===== config.mk =====
export PLATFORM = sky130hd
export DESIGN_NAME = udp_rx_flat
export DESIGN_NICKNAME = d
export VERILOG_FILES = /design/src/rtl/udp_rx_if.sv /design/src/rtl/udp_rx.sv /design/src/flat_wrapper.sv
export SDC_FILE = /design/constraint.sdc
export NUM_CORES = 1
export LEC_CHECK = 0
export BUFFER_PORTS_ARGS = -buffer_cell sky130_fd_sc_hd__buf_2
export CORE_ASPECT_RATIO = 1.25
export CORE_MARGIN = 3
export CORE_UTILIZATION = 35
export DETAILED_ROUTE_END_ITERATION = 10
export PLACE_DENSITY_LB_ADDON = 0.05
export SLEW_MARGIN = 20
export SYNTH_ARGS = -nofsm -noshare
export SYNTH_HDL_FRONTEND = slang
export SYNTH_SLANG_ARGS = --single-unit
export TNS_END_PERCENT = 5

===== constraint.sdc =====
create_clock -name clk -period 4.3 [get_ports clk]
set_clock_uncertainty 0.15 [all_clocks]
set_input_delay 0.215 -clock clk [delete_from_list [all_inputs] [get_ports clk]]
set_output_delay 0.215 -clock clk [all_outputs]
set_load 0.02 [all_outputs]

===== src/rtl/udp_rx_if.sv =====
// Stream interfaces around the UDP receive layer.
//   udp_rx_if  : IP-payload byte stream coming from the IP receiver.
//   udp_rec_if : per-datagram payload stream and status going to the application.

interface udp_rx_if;
  logic [15:0] ip_data_length;
  logic        udp_rx_start;
  logic        udp_rx_valid;
  logic [7:0]  udp_rx_data;
  logic        udp_rx_end;

  modport master (output ip_data_length, udp_rx_start, udp_rx_valid, udp_rx_data, udp_rx_end);
  modport slave  (input  ip_data_length, udp_rx_start, udp_rx_valid, udp_rx_data, udp_rx_end);
endinterface

interface udp_rec_if;
  logic [7:0]  udp_rec_data;
  logic        udp_rec_valid;
  logic        udp_rec_sof;
  logic        udp_rec_eof;
  logic [15:0] udp_rec_src_port;
  logic [15:0] udp_rec_length;
  logic        udp_rec_done;
  logic        udp_rec_drop;
  logic        udp_rec_err;
  logic [1:0]  udp_rec_err_code;

  modport master (output udp_rec_data, udp_rec_valid, udp_rec_sof, udp_rec_eof,
                  udp_rec_src_port, udp_rec_length, udp_rec_done, udp_rec_drop,
                  udp_rec_err, udp_rec_err_code);
  modport slave  (input  udp_rec_data, udp_rec_valid, udp_rec_sof, udp_rec_eof,
                  udp_rec_src_port, udp_rec_length, udp_rec_done, udp_rec_drop,
                  udp_rec_err, udp_rec_err_code);
endinterface


===== src/rtl/udp_rx.sv =====
// UDP receive layer: parses the 8-byte header, filters on destination port,
// forwards payload bytes one cycle after input and drops Ethernet padding.
// Reports source port, payload length and done/drop/error pulses per datagram.

module udp_rx #(
  parameter logic [15:0] TIMEOUT_CYCLES = 16'hffff,
  parameter bit          PORT_FILTER    = 1'b1
) (
  input  logic        clk,
  input  logic        rst,
  input  logic [15:0] local_port,
  udp_rx_if.slave     rx,
  udp_rec_if.master   rec
);

  typedef enum logic [2:0] {
    IDLE    = 3'd0,
    HEADER  = 3'd1,
    PAYLOAD = 3'd2,
    PAD     = 3'd3,
    DRAIN   = 3'd4
  } state_t;

  state_t      state_r, state_s, eff_s;
  logic [15:0] byte_cnt_r, byte_cnt_s, idle_cnt_r, idle_cnt_s, idx_s;
  logic [15:0] ip_len_r, ip_len_s, src_port_r, src_port_s;
  logic [15:0] dst_port_r, dst_port_s, udp_len_r, udp_len_s;
  logic [15:0] out_src_r, out_src_s, out_len_r, out_len_s;
  logic [7:0]  data_r, data_s;
  logic        valid_r, valid_s, sof_r, sof_s, eof_r, eof_s;
  logic        done_r, done_s, drop_r, drop_s, err_r, err_s, abort_s;
  logic [1:0]  code_r, code_s;

  // Next-state, header capture and registered-output decode for the current byte.
  always_comb begin
    state_s    = state_r;
    byte_cnt_s = byte_cnt_r;
    idle_cnt_s = idle_cnt_r;
    ip_len_s   = ip_len_r;
    src_port_s = src_port_r;
    dst_port_s = dst_port_r;
    udp_len_s  = udp_len_r;
    out_src_s  = out_src_r;
    out_len_s  = out_len_r;
    data_s     = data_r;
    code_s     = code_r;
    valid_s    = 1'b0;
    sof_s      = 1'b0;
    eof_s      = 1'b0;
    done_s     = 1'b0;
    drop_s     = 1'b0;
    err_s      = 1'b0;
    abort_s    = 1'b0;
    idx_s      = byte_cnt_r;
    eff_s      = state_r;

    // A start byte always opens a new datagram; any datagram in flight is aborted.
    if (rx.udp_rx_valid && rx.udp_rx_start) begin
      abort_s  = (state_r != IDLE);
      idx_s    = 16'd0;
      eff_s    = HEADER;
      ip_len_s = rx.ip_data_length;
    end else begin
      abort_s  = 1'b0;
    end

    if (!rx.udp_rx_valid) begin
      if (state_r == IDLE) begin
        idle_cnt_s = 16'd0;
      end else if (idle_cnt_r == TIMEOUT_CYCLES - 16'd1) begin
        idle_cnt_s = 16'd0;
        state_s    = IDLE;
        err_s      = 1'b1;
        code_s     = 2'd3;
      end else begin
        idle_cnt_s = idle_cnt_r + 16'd1;
      end
    end else begin
      idle_cnt_s = 16'd0;
      byte_cnt_s = (idx_s == 16'hffff) ? idx_s : idx_s + 16'd1;
      case (eff_s)
        IDLE: begin
          byte_cnt_s = 16'd0;
        end
        HEADER: begin
          state_s = HEADER;
          case (idx_s)
            16'd0:   src_port_s[15:8] = rx.udp_rx_data;
            16'd1:   src_port_s[7:0]  = rx.udp_rx_data;
            16'd2:   dst_port_s[15:8] = rx.udp_rx_data;
            16'd3:   dst_port_s[7:0]  = rx.udp_rx_data;
            16'd4:   udp_len_s[15:8]  = rx.udp_rx_data;
            16'd5:   udp_len_s[7:0]   = rx.udp_rx_data;
            default: ;
          endcase
          if (idx_s == 16'd7) begin
            if ((udp_len_r < 16'd8) || (udp_len_r > ip_len_r)) begin
              err_s   = 1'b1;
              code_s  = 2'd1;
              state_s = rx.udp_rx_end ? IDLE : DRAIN;
            end else if (PORT_FILTER && (dst_port_r != local_port)) begin
              drop_s  = 1'b1;
              state_s = rx.udp_rx_end ? IDLE : DRAIN;
            end else begin
              out_src_s = src_port_r;
              out_len_s = udp_len_r - 16'd8;
              if (udp_len_r == 16'd8) begin
                done_s  = rx.udp_rx_end;
                state_s = rx.udp_rx_end ? IDLE : PAD;
              end else if (rx.udp_rx_end) begin
                err_s   = 1'b1;
                code_s  = 2'd2;
                state_s = IDLE;
              end else begin
                state_s = PAYLOAD;
              end
            end
          end else if (rx.udp_rx_end) begin
            err_s   = 1'b1;
            code_s  = 2'd2;
            state_s = IDLE;
          end else begin
            state_s = HEADER;
          end
        end
        PAYLOAD: begin
          if (idx_s == udp_len_r - 16'd1) begin
            valid_s = 1'b1;
            data_s  = rx.udp_rx_data;
            sof_s   = (idx_s == 16'd8);
            eof_s   = 1'b1;
            done_s  = rx.udp_rx_end;
            state_s = rx.udp_rx_end ? IDLE : PAD;
          end else if (rx.udp_rx_end) begin
            // Truncated datagram: the ending byte is not forwarded and eof is withheld.
            err_s   = 1'b1;
            code_s  = 2'd2;
            state_s = IDLE;
          end else begin
            valid_s = 1'b1;
            data_s  = rx.udp_rx_data;
            sof_s   = (idx_s == 16'd8);
          end
        end
        PAD: begin
          done_s  = rx.udp_rx_end;
          state_s = rx.udp_rx_end ? IDLE : PAD;
        end
        DRAIN: begin
          state_s = rx.udp_rx_end ? IDLE : DRAIN;
        end
        default: begin
          state_s = IDLE;
        end
      endcase
      if (abort_s) begin
        done_s = 1'b0;
        drop_s = 1'b0;
        err_s  = 1'b1;
        code_s = 2'd3;
      end else begin
        code_s = code_s;
      end
    end
  end

  // State, counters, captured header fields and registered outputs.
  always_ff @(posedge clk) begin
    if (rst) begin
      state_r    <= IDLE;
      byte_cnt_r <= 16'd0;
      idle_cnt_r <= 16'd0;
      ip_len_r   <= 16'd0;
      src_port_r <= 16'd0;
      dst_port_r <= 16'd0;
      udp_len_r  <= 16'd0;
      out_src_r  <= 16'd0;
      out_len_r  <= 16'd0;
      data_r     <= 8'd0;
      valid_r    <= 1'b0;
      sof_r      <= 1'b0;
      eof_r      <= 1'b0;
      done_r     <= 1'b0;
      drop_r     <= 1'b0;
      err_r      <= 1'b0;
      code_r     <= 2'd0;
    end else begin
      state_r    <= state_s;
      byte_cnt_r <= byte_cnt_s;
      idle_cnt_r <= idle_cnt_s;
      ip_len_r   <= ip_len_s;
      src_port_r <= src_port_s;
      dst_port_r <= dst_port_s;
      udp_len_r  <= udp_len_s;
      out_src_r  <= out_src_s;
      out_len_r  <= out_len_s;
      data_r     <= data_s;
      valid_r    <= valid_s;
      sof_r      <= sof_s;
      eof_r      <= eof_s;
      done_r     <= done_s;
      drop_r     <= drop_s;
      err_r      <= err_s;
      code_r     <= code_s;
    end
  end

  assign rec.udp_rec_data     = data_r;
  assign rec.udp_rec_valid    = valid_r;
  assign rec.udp_rec_sof      = sof_r;
  assign rec.udp_rec_eof      = eof_r;
  assign rec.udp_rec_src_port = out_src_r;
  assign rec.udp_rec_length   = out_len_r;
  assign rec.udp_rec_done     = done_r;
  assign rec.udp_rec_drop     = drop_r;
  assign rec.udp_rec_err      = err_r;
  assign rec.udp_rec_err_code = code_r;

endmodule

===== src/flat_wrapper.sv =====
// flat-port wrapper written by rule: the top's interface ports become plain ports
module udp_rx_flat 
#(
  parameter logic [15:0] TIMEOUT_CYCLES = 16'hffff,
  parameter bit          PORT_FILTER    = 1'b1
)
  (clk, rst, local_port, rx_ip_data_length, rx_udp_rx_start, rx_udp_rx_valid, rx_udp_rx_data, rx_udp_rx_end, rec_udp_rec_data, rec_udp_rec_valid, rec_udp_rec_sof, rec_udp_rec_eof, rec_udp_rec_src_port, rec_udp_rec_length, rec_udp_rec_done, rec_udp_rec_drop, rec_udp_rec_err, rec_udp_rec_err_code);
  udp_rx_if rx_i ();
  udp_rec_if rec_i ();
  input  logic clk;
  input  logic rst;
  input  logic [15:0] local_port;
  input wire logic [$bits(rx_i.ip_data_length)-1:0] rx_ip_data_length;
  input wire logic [$bits(rx_i.udp_rx_start)-1:0] rx_udp_rx_start;
  input wire logic [$bits(rx_i.udp_rx_valid)-1:0] rx_udp_rx_valid;
  input wire logic [$bits(rx_i.udp_rx_data)-1:0] rx_udp_rx_data;
  input wire logic [$bits(rx_i.udp_rx_end)-1:0] rx_udp_rx_end;
  output wire logic [$bits(rec_i.udp_rec_data)-1:0] rec_udp_rec_data;
  output wire logic [$bits(rec_i.udp_rec_valid)-1:0] rec_udp_rec_valid;
  output wire logic [$bits(rec_i.udp_rec_sof)-1:0] rec_udp_rec_sof;
  output wire logic [$bits(rec_i.udp_rec_eof)-1:0] rec_udp_rec_eof;
  output wire logic [$bits(rec_i.udp_rec_src_port)-1:0] rec_udp_rec_src_port;
  output wire logic [$bits(rec_i.udp_rec_length)-1:0] rec_udp_rec_length;
  output wire logic [$bits(rec_i.udp_rec_done)-1:0] rec_udp_rec_done;
  output wire logic [$bits(rec_i.udp_rec_drop)-1:0] rec_udp_rec_drop;
  output wire logic [$bits(rec_i.udp_rec_err)-1:0] rec_udp_rec_err;
  output wire logic [$bits(rec_i.udp_rec_err_code)-1:0] rec_udp_rec_err_code;
  assign rx_i.ip_data_length = rx_ip_data_length;
  assign rx_i.udp_rx_start = rx_udp_rx_start;
  assign rx_i.udp_rx_valid = rx_udp_rx_valid;
  assign rx_i.udp_rx_data = rx_udp_rx_data;
  assign rx_i.udp_rx_end = rx_udp_rx_end;
  assign rec_udp_rec_data = rec_i.udp_rec_data;
  assign rec_udp_rec_valid = rec_i.udp_rec_valid;
  assign rec_udp_rec_sof = rec_i.udp_rec_sof;
  assign rec_udp_rec_eof = rec_i.udp_rec_eof;
  assign rec_udp_rec_src_port = rec_i.udp_rec_src_port;
  assign rec_udp_rec_length = rec_i.udp_rec_length;
  assign rec_udp_rec_done = rec_i.udp_rec_done;
  assign rec_udp_rec_drop = rec_i.udp_rec_drop;
  assign rec_udp_rec_err = rec_i.udp_rec_err;
  assign rec_udp_rec_err_code = rec_i.udp_rec_err_code;
  udp_rx #(.TIMEOUT_CYCLES(TIMEOUT_CYCLES), .PORT_FILTER(PORT_FILTER)) u_core (.clk(clk), .rst(rst), .local_port(local_port), .rx(rx_i), .rec(rec_i));
endmodule

# == Yosys cells after proc, flatten, opt, wreduce, memory -nomap -nowiden ==
# Cells that the tools add are included.
# classes
n_addsub,4
n_lt_le_gt_ge,2
eq_ne,24
mux,55
bitwise,6
reduce_logical,21
# op_table
operator,count
$eq 16x3->1 const B,3
$mux 16,3
$mux 3,11
$add 16x1->16 const B,2
$eq 16x16->1 const B,2
$eq 16x2->1 const B,2
$eq 16x4->1 const B,2
$mux 2,12
$mux 1,23
$reduce_and 3->1,7
$eq 16x1->1 const B,1
$eq 16x16->1,1
$gt 16x16->1,1
$logic_not 16->1,1
$lt 16x4->1 const B,1
$mux 8,2
$ne 16x16->1,1
$sub 16x1->16 const B,1
$sub 16x4->16 const B,1
$pmux 3 s5,1
$ne 6x5->1 const B,2
$ne 4x3->1 const B,2
$eq 3x2->1 const B,2
$logic_not 3->1,2
other kinds (19),26
# totals
ff_bits,147
out_inout_bits,48

# == Longest topological paths before layout ==
# logic_depth
depth_word,8
depth_mapped,16
ltp_nobuf,11

# == Worst setup path after synthesis ==
# OpenSTA, ideal clock, no wires.
# synth_timing
path_type,input port to flip-flop
startpoint,in rx_udp_rx_start
endpoint,reg u_core.out_src_r[11] (netlist: u_core.rec.udp_rec_src_port[11])
t_arrival_ns,3.501
required_ns,4.022
path_slack_ns,0.521
path_stages,16
path_buffers,6
cell_sequence,clkbuf_1 nand2_1 clkbuf_1 buf_1 buf_1 nand2_1 inv_1 ha_1 nand4b_1 or3_1 nor4b_1 and3_1 buf_2 buf_2 mux2i_1 nor2_1
# synth_between
elab_chain_len,4
word_cells_on_any_way,6
# synth_rtl
item,line_no,rtl
from (decl),flat_wrapper.sv:14,input wire logic [$bits(rx_i.udp_rx_start)-1:0] rx_udp_rx_start;
$logic_and 1x1->1 *,udp_rx.sv:58,if (rx.udp_rx_valid && rx.udp_rx_start) begin
$mux 16 / $mux 3 (equally long branches),udp_rx.sv:58,
$eq 16x3->1 / $eq 3x1->1 (equally long branches),"udp_rx.sv:96, udp_rx.sv:81",
$reduce_and 5->1 (no source line) *,n/a,
to (signal assigned),udp_rx.sv:195,out_src_r <= out_src_s;
to (decl),udp_rx.sv:28,"logic [15:0] out_src_r, out_src_s, out_len_r, out_len_s;"
# Mark *: on every way between the ends. The rest lies on a longest branch, timed or not.
# A chain may end at the register's enable or synchronous reset.

# == Worst setup path after layout ==
# layout_timing
startpoint,reg u_core.udp_len_r[13]
endpoint,reg u_core.out_src_r[4] (netlist: u_core.rec.udp_rec_src_port[4])
# layout_between
elab_chain_len,4
word_cells_on_any_way,5
# layout_rtl
item,line_no,rtl
from (decl),udp_rx.sv:27,"logic [15:0] dst_port_r, dst_port_s, udp_len_r, udp_len_s;"
from (signal assigned),udp_rx.sv:194,udp_len_r <= udp_len_s;
$lt 16x4->1 / $gt 16x16->1 (equally long branches),udp_rx.sv:97,if ((udp_len_r < 16'd8) || (udp_len_r > ip_len_r)) begin
$logic_or 1x1->1 *,udp_rx.sv:97,
$not 1->1 (no source line) *,n/a,
$reduce_and 5->1 (no source line) *,n/a,
# Marked as above.

==> key figures <==
Clock tree
  – Post-CTS Setup Bufs: 0
  – H-tree depth: 4
  – CTS tree: yes
  – TritonCTS Buffers: 17
  – Worst skew pair latency: 0.43 ns
  – Number of clock sinks: 147
  – CTS Hold Bufs: 17
  – Resize count post-CTS: 0
  – Clk slew on worst S/H paths: 0.07 ns
  – Root buffer cell: clkbuf_16
  – Worst-case clock buffer depth: 2

Placed design
  – Port bufs: 92
  – Final estimated routing congestion in global placement: 0.8190
  – Post-DP HPWL: 15,660 um

Power and ir drop
  – Leakage: 3.566 nW
  – Gate power share: 5.9%
  – Sequential power share: 45.2%
  – Sw Ratio: 27.05%
  – Int Pwr: 2.231 mW
  – Pwr/cell area: 331.6 nW/um^2
  – Sw Pwr: 827.3 uW
  – Maximum vdd drop: 0.2562 mV
  – Power, Total: 3.058 mW
  – Clock Power Share: 49.0%

Synth
  – Syn_area_per_cell: 8.363 um^2
  – Cell Area, Synth: 7744 um^2
  – Post-synth top cells: nor2_1 (151), dfxtp_1 (147), nand2_1 (81)
  – Ranking of synthesized cells by area: dfxtp_1 (38%), mux2i_1 (10%), nor2_1 (7.3%)
  – Count leader, synth: nor2_1
  – Area share of the leading cell type in the synthesized netlist: 38.00%
  – Yosys reg bits: 147
  – Syn nets: 996
  – Synth unique cells: 70
  – Asr flop ratio synth: 0%
  – Synthesis Warnings: 0
  – Register area share after synthesis: 38.00%
  – Synth Flop Type: dfxtp_1
  – Cells after synthesis: 926
  – Yosys top cell by area: dfxtp_1
  – Post-synth EDFFs: 0

Floorplan
  – Initial Util: 35.82%
  – Die Wd: 139.0 um
  – Die area: 23,960 um^2
  – Num rows: 60
  – I/O pin cnt: 93
  – Core area: 21,620 um^2
  – Height of the chip: 172.3 um

Global routing
  – Pin count of the biggest net entering global routing: 101
  – Antenna violations before repair: 0
  – Global-route wire length before repair: 35,000 um
  – Vias in the first global route: 6,512
  – Grt ovf: 0
  – Total track usage: 18.27%

STA
  – Final setup violation count: 0
  – Slew Limit Fails: 0
  – Final hold vios: 0
  – RSZ-0062 raised after global routing: false
  – Fin crit period: 3.636 ns
  – Fmax: 275.1 MHz
  – Worst Tran Pin Value: 1.053 ns
  – Tcrit/Tclk final: 84.55%
  – Setup TNS: 0 ns
  – Worst slew margin: 29.51%

Route
  – Routed len/inst: 16.82 um
  – Total wire length: 21,930 um
  – Initial drt markers: 335
  – Drt first pass iters: 4
  – DRC: 0
  – Via count: 6,602
  – Post-route antenna net violation count: 0
  – Drt via density: 5.063

Setup path
  – Arrival time worst endpoint: 3.77 ns
  – Crit-path max FO: 19
  – CP Cell Sequence: ha_1, nand4_1, nor3_1, a2111oi_0, a32oi_1, nor4b_1, and3_2, buf_4, mux2i_1, nor2_1
  – Crit-path leading delay family: simple AND/OR/NAND/NOR gates
  – Critical-path top delay cell: a2111oi_0
  – Worst path bufs/invs: 1
  – Worst Setup Start Kind: flip-flop
  – Critical path endpoint category: flip-flop
  – Crit path largest cell delay: 0.59 ns
  – Critical path class: reg -> reg
  – Data required time of the worst path: 4.43 ns

Final layout
  – Layout net count: 1,082
  – Layout Utilization: 42.65%
  – Fraction of layout cells with a size suffix above 1: 14.83%
  – Final antenna diode count: 0
  – Area delta synth->final: 19.08%

Min path
  – Hold Crit Class: in -> reg

Status
  – Status: finished clean

Job
  – Max-Cap Viols: 0
[worst reg2reg max path, cell delays in order (launching register included)]
cell	delay, ns
dfxtp_1	0.58
ha_1	0.32
nand4_1	0.16
nor3_1	0.08
a2111oi_0	0.59
a32oi_1	0.34
nor4b_1	0.41
and3_2	0.24
buf_4	0.33
mux2i_1	0.25
nor2_1	0.05
[sequential cells by signal, summed over array words and instances (netlist names), 2 cells and up]
name,cells
u_core.byte_cnt_r,16
u_core.dst_port_r,16
u_core.idle_cnt_r,16
u_core.ip_len_r,16
u_core.rec.udp_rec_length,16
u_core.rec.udp_rec_src_port,16
u_core.src_port_r,16
u_core.udp_len_r,16
u_core.rec.udp_rec_data,8
u_core.state_r,3
u_core.rec.udp_rec_err_code,2
[final timing paths]
check | startpoint | endpoint | slack (ns) | cells past startpoint
max | u_core.udp_len_r[13] | u_core.rec.udp_rec_src_port[4] | 0.66 | 10
min | rx_udp_rx_data[2] | u_core.rec.udp_rec_data[2] | 0.01 | 3
max reg2reg | u_core.udp_len_r[13] | u_core.rec.udp_rec_src_port[4] | 0.66 | 10
min reg2reg | u_core.ip_len_r[14] | u_core.ip_len_r[14] | 0.31 | 2
[logic make-up after synthesis]
family          after synthesis  synth area share, %
simple gates                381                23.80
mux                          77                9.953
xor+xnor                     57                6.625
flops                       147                38.00
buf+inv                      87                4.443
compound gates              152                13.14
fa+ha+maj                    25                4.039
[per-layer routing]
metal | GRT usage, % | share of wire [%] | vias to the layer above
li1 | - | - | 3408
met1 | 22.85 | 46 | 3077
met2 | 31.37 | 48 | 87
met3 | 3.845 | 3.1 | 30
met4 | 6.468 | 2.2 | 0
met5 | 0 | 0 | -
[cell type report]
type                            count  area (um^2)
Clock buffer                       17        425.4
Clock inverter                     15        183.9
Fill cell                        2224        12400
Inverter                           29        108.9
Multi-Input combinational cell    692         4458
Sequential cell                   147         2943
Tap cell                          279        349.1
Timing Repair Buffer              125        753.2
[power by group through the flow]
stage          sequential (mW)  clock, mW  combinational (mW)
2_1_floorplan             1.41          0              0.0984
3_3_place_gp              1.41          0               0.170
3_5_place_dp              1.41          0               0.170
4_1_cts                   1.38       1.54               0.182
5_1_grt                   1.38       1.61               0.201
6_report                  1.38       1.50               0.179
[layout by cell type, fill, tap and decap left out, drive strengths merged, types with 6 or more instances in the layout]
cell           n
and3          11
o211ai         9
a21oi         47
o21ai         27
nand2         81
clkbuf        17
ha            25
buf          108
xor2          17
a21boi         7
nor4          15
dlygate4sd3   17
a211oi        15
inv           36
nor2         152
xnor2         39
nand4         21
nand3         17
nor3b          8
nor3          14
mux2i         77
nand2b        24
dfxtp        147
clkinv         6
and2          11
[per-stage QoR]
step           hold slack (ns)  instance area [um^2]  std cells  setup slack [ns]
6_report               0.01047                  9221       1304            0.6643
3_3_place_gp            0.2948                  8442       1255            0.7581
4_1_cts               0.008524                  9221       1304            0.6443
5_1_grt                0.02738                  9221       1304            0.2949
3_5_place_dp            0.3003                  8442       1255            0.6635
2_1_floorplan           0.2010                  7744        926            0.5212
(Power assumes the default switching activity.)
